[src/rtl/device_bus_initiator.sv]
`default_nettype none
// ============================================================================
// device_bus_initiator : core-side initiator for the device register bus.
// Revision 1.0
// ============================================================================
module device_bus_initiator #(
  parameter int DATA_WIDTH    = 8,
  parameter int ADDR_WIDTH    = 4,
  parameter int DEV_SEL_WIDTH = 2
) (
  input  logic                                clk,
  input  logic                                reset,
  input  logic                                req_valid,
  output logic                                req_ready,
  input  logic                                req_write,
  input  logic [DEV_SEL_WIDTH+ADDR_WIDTH-1:0] req_addr,
  input  logic [DATA_WIDTH-1:0]               req_wdata,
  output logic                                rsp_valid,
  output logic                                rsp_write,
  output logic [DATA_WIDTH-1:0]               rsp_rdata,
  output logic [ADDR_WIDTH-1:0]               bus_address,
  output logic [(1<<DEV_SEL_WIDTH)-1:0]       bus_enable,
  output logic                                bus_mode,
  output logic [DATA_WIDTH-1:0]               bus_data_out,
  input  logic [DATA_WIDTH-1:0]               bus_data_in
);

  localparam int NUM_DEVICES = 1 << DEV_SEL_WIDTH;

  typedef enum logic [1:0] {
    IDLE   = 2'd0,
    ACCESS = 2'd1,
    RESP   = 2'd2
  } state_t;

  state_t                   state_q, state_d;
  logic                     rsp_valid_q, rsp_valid_d;
  logic                     rsp_write_q, rsp_write_d;
  logic [DATA_WIDTH-1:0]    rsp_rdata_q, rsp_rdata_d;
  logic [ADDR_WIDTH-1:0]    bus_address_q, bus_address_d;
  logic [NUM_DEVICES-1:0]   bus_enable_q, bus_enable_d;
  logic                     bus_mode_q, bus_mode_d;
  logic [DATA_WIDTH-1:0]    bus_data_out_q, bus_data_out_d;
  logic [DEV_SEL_WIDTH-1:0] dev_sel;

  assign dev_sel = req_addr[DEV_SEL_WIDTH+ADDR_WIDTH-1:ADDR_WIDTH];

  always_comb begin
    state_d        = state_q;
    rsp_valid_d    = rsp_valid_q;
    rsp_write_d    = rsp_write_q;
    rsp_rdata_d    = rsp_rdata_q;
    bus_address_d  = bus_address_q;
    bus_enable_d   = bus_enable_q;
    bus_mode_d     = bus_mode_q;
    bus_data_out_d = bus_data_out_q;
    case (state_q)
      IDLE: begin
        if (req_valid) begin
          bus_address_d         = req_addr[ADDR_WIDTH-1:0];
          bus_enable_d          = '0;
          bus_enable_d[dev_sel] = 1'b1;
          bus_mode_d            = ~req_write;
          if (req_write) begin
            bus_data_out_d = req_wdata;
          end
          state_d = ACCESS;
        end
      end
      ACCESS: begin
        // bus_mode still carries the access type until this edge
        rsp_valid_d  = 1'b1;
        rsp_write_d  = ~bus_mode_q;
        rsp_rdata_d  = bus_mode_q ? bus_data_in : '0;
        bus_enable_d = '0;
        bus_mode_d   = 1'b1;
        state_d      = RESP;
      end
      RESP: begin
        rsp_valid_d = 1'b0;
        state_d     = IDLE;
      end
      default: begin
        state_d = IDLE;
      end
    endcase
  end

  always_ff @(posedge clk) begin
    if (reset) begin
      state_q        <= IDLE;
      rsp_valid_q    <= 1'b0;
      rsp_write_q    <= 1'b0;
      rsp_rdata_q    <= '0;
      bus_address_q  <= '0;
      bus_enable_q   <= '0;
      bus_mode_q     <= 1'b1;
      bus_data_out_q <= '0;
    end else begin
      state_q        <= state_d;
      rsp_valid_q    <= rsp_valid_d;
      rsp_write_q    <= rsp_write_d;
      rsp_rdata_q    <= rsp_rdata_d;
      bus_address_q  <= bus_address_d;
      bus_enable_q   <= bus_enable_d;
      bus_mode_q     <= bus_mode_d;
      bus_data_out_q <= bus_data_out_d;
    end
  end

  assign req_ready    = (state_q == IDLE);
  assign rsp_valid    = rsp_valid_q;
  assign rsp_write    = rsp_write_q;
  assign rsp_rdata    = rsp_rdata_q;
  assign bus_address  = bus_address_q;
  assign bus_enable   = bus_enable_q;
  assign bus_mode     = bus_mode_q;
  assign bus_data_out = bus_data_out_q;

endmodule
`default_nettype wire

[config.mk]
export PLATFORM = sky130hd
export DESIGN_NAME = device_bus_initiator
export DESIGN_NICKNAME = d
export VERILOG_FILES = /design/src/rtl/device_bus_initiator.sv
export SDC_FILE = /design/constraint.sdc
export NUM_CORES = 1
export LEC_CHECK = 0
export ABC_CLOCK_PERIOD_IN_PS = 1600
export BUFFER_PORTS_ARGS = -buffer_cell sky130_fd_sc_hd__buf_2
export CAP_MARGIN = 20
export CELL_PAD_IN_SITES_DETAIL_PLACEMENT = 1
export CELL_PAD_IN_SITES_GLOBAL_PLACEMENT = 1
export CORE_UTILIZATION = 28
export CTS_CLUSTER_SIZE = 40
export DETAILED_ROUTE_END_ITERATION = 7
export PLACE_DENSITY = 0.74
export SKIP_CTS_REPAIR_TIMING = 1
export SLEW_MARGIN = 0
export SYNTH_ARGS = -nofsm -noshare
export SYNTH_HDL_FRONTEND = slang
export SYNTH_SLANG_ARGS = --single-unit
[constraint.sdc]
create_clock -name clk -period 1.6 [get_ports clk]
set_input_delay 0.24 -clock clk [delete_from_list [all_inputs] [get_ports clk]]
set_output_delay 0.24 -clock clk [all_outputs]
set_load 0.03 [all_outputs]
* Word level (Yosys, flattened, before mapping) *
Index checks and enable logic that the tools add are counted.

storage, ports and cells
  register bits = 29
  output and inout bits = 28
  logic and storage cells = 32
  input bits = 26

operators by class
  bitwise gates (word level) = 2
  equal/unequal tests = 3
  reductions and logical operators = 7
  magnitude comparators = 2
  mux-type cells = 10

operator list
  cell                                                                                 number
  8-bit 2-to-1 mux                                                                     1
  4-bit case mux with 2 select lines                                                   1
  4-bit 2-to-1 mux                                                                     1
  1-bit case mux with 2 select lines                                                   2
  2-bit case mux with 2 select lines                                                   1
  2-bit AND reduction                                                                  2
  2-bit nonzero test                                                                   2
  2-bit by 3-bit less-than comparator with 1-bit output, second input constant         1
  3-bit AND reduction                                                                  1
  1-bit demux with 2-bit select                                                        1
  2-bit by 1-bit == test with 1-bit output, second input constant                      1
  2-bit == test, second input constant                                                 1
  2-bit by 1-bit greater-or-equal comparator with 1-bit output, second input constant  1
  2-bit zero test                                                                      1
  1-bit 2-to-1 mux                                                                     2
  2-bit 2-to-1 mux                                                                     1
  2-bit != test, second input constant                                                 1
  1-bit NOT                                                                            2
  1-bit logical AND                                                                    1

* Depth between registers and ports, before layout *
  depth after elaboration = 6
  gate-level depth with buffers = 6
  gate-level depth less buffers = 5

* Least setup slack after synthesis *
OpenSTA, ideal clock, no wires.

  path type = register to register
  from = register state_q[0]
  to = register bus_enable_q[1], in the netlist bus_enable[1]
  setup slack = -0.093 ns
  clock period less this slack = 1.693 ns
  arrival = 1.623 ns
  buffers on the path = 0
  cell stages (with the launch flop) = 6
  setup time = 0.070 ns
  required time = 1.530 ns
  cell sequence = dfxtp_1 > inv_1 > ha_1 > mux2i_2 > or4b_1 > a21oi_1

between the ends
  longest elaborated chain between the ends = 3
  elaborated cells on any way between the ends = 6
  classes of those cells = 2 x eq/ne; 1 x mux; 3 x reduce/logical

RTL lines
  what                                                                  line  RTL
  start, declared                                                       36    state_t state_q, state_d;
  start signal, assigned                                                100   state_q <= state_d;
  2-bit zero test (*)                                                   -
  via req_ready                                                         14    output logic req_ready,
  2-bit != test (no line) / 2-bit nonzero test (equally long branches)  -
  2-bit AND reduction (no line)                                         -
  end signal, assigned                                                  105   bus_enable_q <= bus_enable_d;
  end, declared                                                         41    logic [NUM_DEVICES-1:0] bus_enable_q, bus_enable_d;

The timed path passes the listed nets; every way through them passes the cells marked *.
A chain may end at the register's enable or synchronous reset.

* Worst setup path in the final report *
  from = register state_q[0]
  to = register bus_enable_q[2], in the netlist bus_enable[2]

between the ends
  longest elaborated chain between the ends = 3
  elaborated cells on any way between the ends = 6
  classes of those cells = 2 x eq/ne; 1 x mux; 3 x reduce/logical

RTL lines
  what                                                                                line  RTL
  2-bit by 1-bit == test with 1-bit output / 2-bit zero test (equally long branches)  57    case (state_q)
  2-bit nonzero test (no line) / 2-bit != test (equally long branches)                -
  2-bit AND reduction (no line)                                                       -

Parallel ways exist; a longest one is shown, timed or not.

==> flow_summary.toml <==
[finish]
finish.instance_area_um2 = 1570
nFillCells = 468
syn_to_final_growth_pct = 37.8
drive_gt1_share_pct = 37.0
fin_nets = 219
diodes = 0
regArea_um2 = 586
multi_input_comb_area_um2 = 557

[clock_network]
numCtsBuffers = 5
root_buffer = "clkbuf_8"
clock_path_buffers = 2
cts_tree = "yes"
cts-htree-levels = 2
clk_latency_ns = 0.28
clk_pin_slew_ns = 0.06
clock-sinks = 29

[run_status]
status = "finished, final reports clean"

[floorplan]
die_area_um2 = 4340
dieWidth_um = 65.9
start_util_pct = 30.1
core_region_area_um2 = 3800
io_pins = 54
rows = 22
die_h_um = 65.9

[synthesis]
synth_seq_area_share_pct = 50.8
ys_seq_elements = 29
netlist_area_um2 = 1140
synth_top_area_cell = "dfxtp_1"
synthTopCellsByCount = "dfxtp_1, a21oi_1, nand2_1"
synthesis.nets = 164
yosys_warnings = 0
synthFlopType = "dfxtp_1"
syn_area_per_cell_um2 = 8.59
synthArstFlopShare_pct = 0
synth.most_common_cell = "dfxtp_1"
synth.area.top_cells = "dfxtp_1, a21oi_1, nand2_1"
synth.distinct_cells = 21
synth_edf_count = 0
synth_top_cell_area_share_pct = 50.8
synth_cells = 133

[sta]
period_share_pct = 97.8
whs_ns = 0.184
finalSetupTns_ns = 0
hold_violations = 0
finalCriticalPeriod_ns = 1.56
rsz0062_at_grt = "false"
fin_ws_ns = 0.0359
finalSetupViolCount = 0
slew_violations = 0
fmax_mhz = 639
fin_worst_skew_ns = 0.00273
tightest_slew_ns = 0.548
relSlewSlack_pct = 63.5

[global_routing]
grt_usage_pct = 16.3
antenna_found_initial = 0
grt_overflow = 0
grt_pass1_vias = 1212
grt_pass1_wl_um = 5280
grt_max_degree = 31

[worst_setup_path]
reg2regPathDepth = 5
endpoint_kind = "flip-flop"
cp_max_fo = 5
cp.arrival_ns = 1.77
critical_path_class = "flip-flop to flip-flop"
r2r_end = "bus_enable[2]"
reg2reg_slack_ns = 0.04
cp-startpoint = "state_q[0]"
required_ns = 1.81
startpoint_type = "flip-flop"
r2r_start = "state_q[0]"

[hold_path]
hp-start = "bus_data_in[4]"
holdPathEnd = "rsp_rdata[4]"
hp-class = "input pin to flip-flop"
min_path_cells = 3

[routing]
drc = 0
vias_per_cell = 4.75
num_vias = 1126
drtIter0Drc = 30
wirelength_um = 3200
first_pass_iters = 4
ant_nets = 0
routedWlPerCell_um = 13.5

[place]
place_area_um2 = 1460
port-buffer-count = 53
post-dp-hpwl_um = 2430
dp_worst_setup_slack_ns = -0.0120
gp_congestion = 0.686

[pwr]
vdd_drop_max_v = 0.000589
finalPower_mw = 1.99
p_leak_nw = 0.731
pwr_density_cell_nw_per_um2 = 1260

[job]
drv_cap = 0
[critical path: stages, from the launching register on]
cell and delay (ns):
dfxtp_4 0.37, inv_2 0.06, ha_4 0.17, mux2i_4 0.20, or4b_1 0.53, a21oi_2 0.16
[metal layers]
layer / global-route usage [%] / wire (um) / up-vias
met5: 0 / 0 / -
met4: 6.79 / 60 / 0
met2: 30.9 / 1650 / 43
met3: 5.69 / 230 / 6
met1: 15.7 / 1260 / 528
li1: - / - / 549
[flip-flops by register name (all words and copies together) (netlist names)]
signal,cells
bus_address,4
bus_enable,4
state_q,2
rsp_write,1
bus_data_out,8
rsp_rdata,8
rsp_valid,1
bus_mode,1
[cell usage in the layout, fill, tap and decap left out, drive strengths merged]
| cell | count |
|---|---|
| buf | 55 |
| dfxtp | 29 |
| nand2 | 25 |
| a21oi | 25 |
| nor2 | 13 |
| nor2b | 8 |
| clkbuf | 8 |
| nand3 | 5 |
| ha | 5 |
| mux2i | 4 |
| inv | 3 |
| or4b | 2 |
| and2 | 1 |
| nand2b | 1 |
| a211oi | 1 |
| nand4bb | 1 |
| nor4b | 1 |
| and3 | 1 |
| or4 | 1 |
[worst max path at each step]
stage          slack [ns]       endpoint
3_5_place_dp        -0.01  bus_enable[2]
4_1_cts             -0.02  bus_enable[2]
5_1_grt             0.005  bus_enable[2]
3_3_place_gp         0.12  bus_enable[1]
2_1_floorplan        0.02  bus_enable[1]
6_report             0.04  bus_enable[2]
[kinds of logic after synthesis]
group | share of synthesized area, %
multiplexers | 3.83
AO/OA/AOI/OAI | 11.6
flip-flops | 50.8
AND/OR/NAND/NOR | 24.9
adder cells (fa/ha/maj) | 5.48
buffers and inverters | 3.39
[power by group]
part	switching [mW]	leakage, nW	total, mW	internal, mW
clock network	0.262	0.0395	0.570	0.308
registers	0.0430	0.238	0.841	0.798
logic	0.372	0.454	0.580	0.208
total	0.677	0.731	1.99	1.31
[layout make-up]
cell class	instances	share of cell area, %
flip-flops and latches	29	37.2
multi-input cells	94	35.4
repair buffers	55	17.8
clock buffers	8	5.09
well taps	48	3.82
inverters	3	0.715
[per-stage QoR]
| stage | cells | utilization (%) |
|---|---|---|
| 2_1_floorplan | 133 | - |
| 3_3_place_gp | 229 | 38.4 |
| 3_5_place_dp | 229 | 38.4 |
| 4_1_cts | 237 | 40.5 |
| 5_1_grt | 237 | 41.4 |
| 6_report | 237 | 41.4 |
Power figures use the tool's default switching activity.
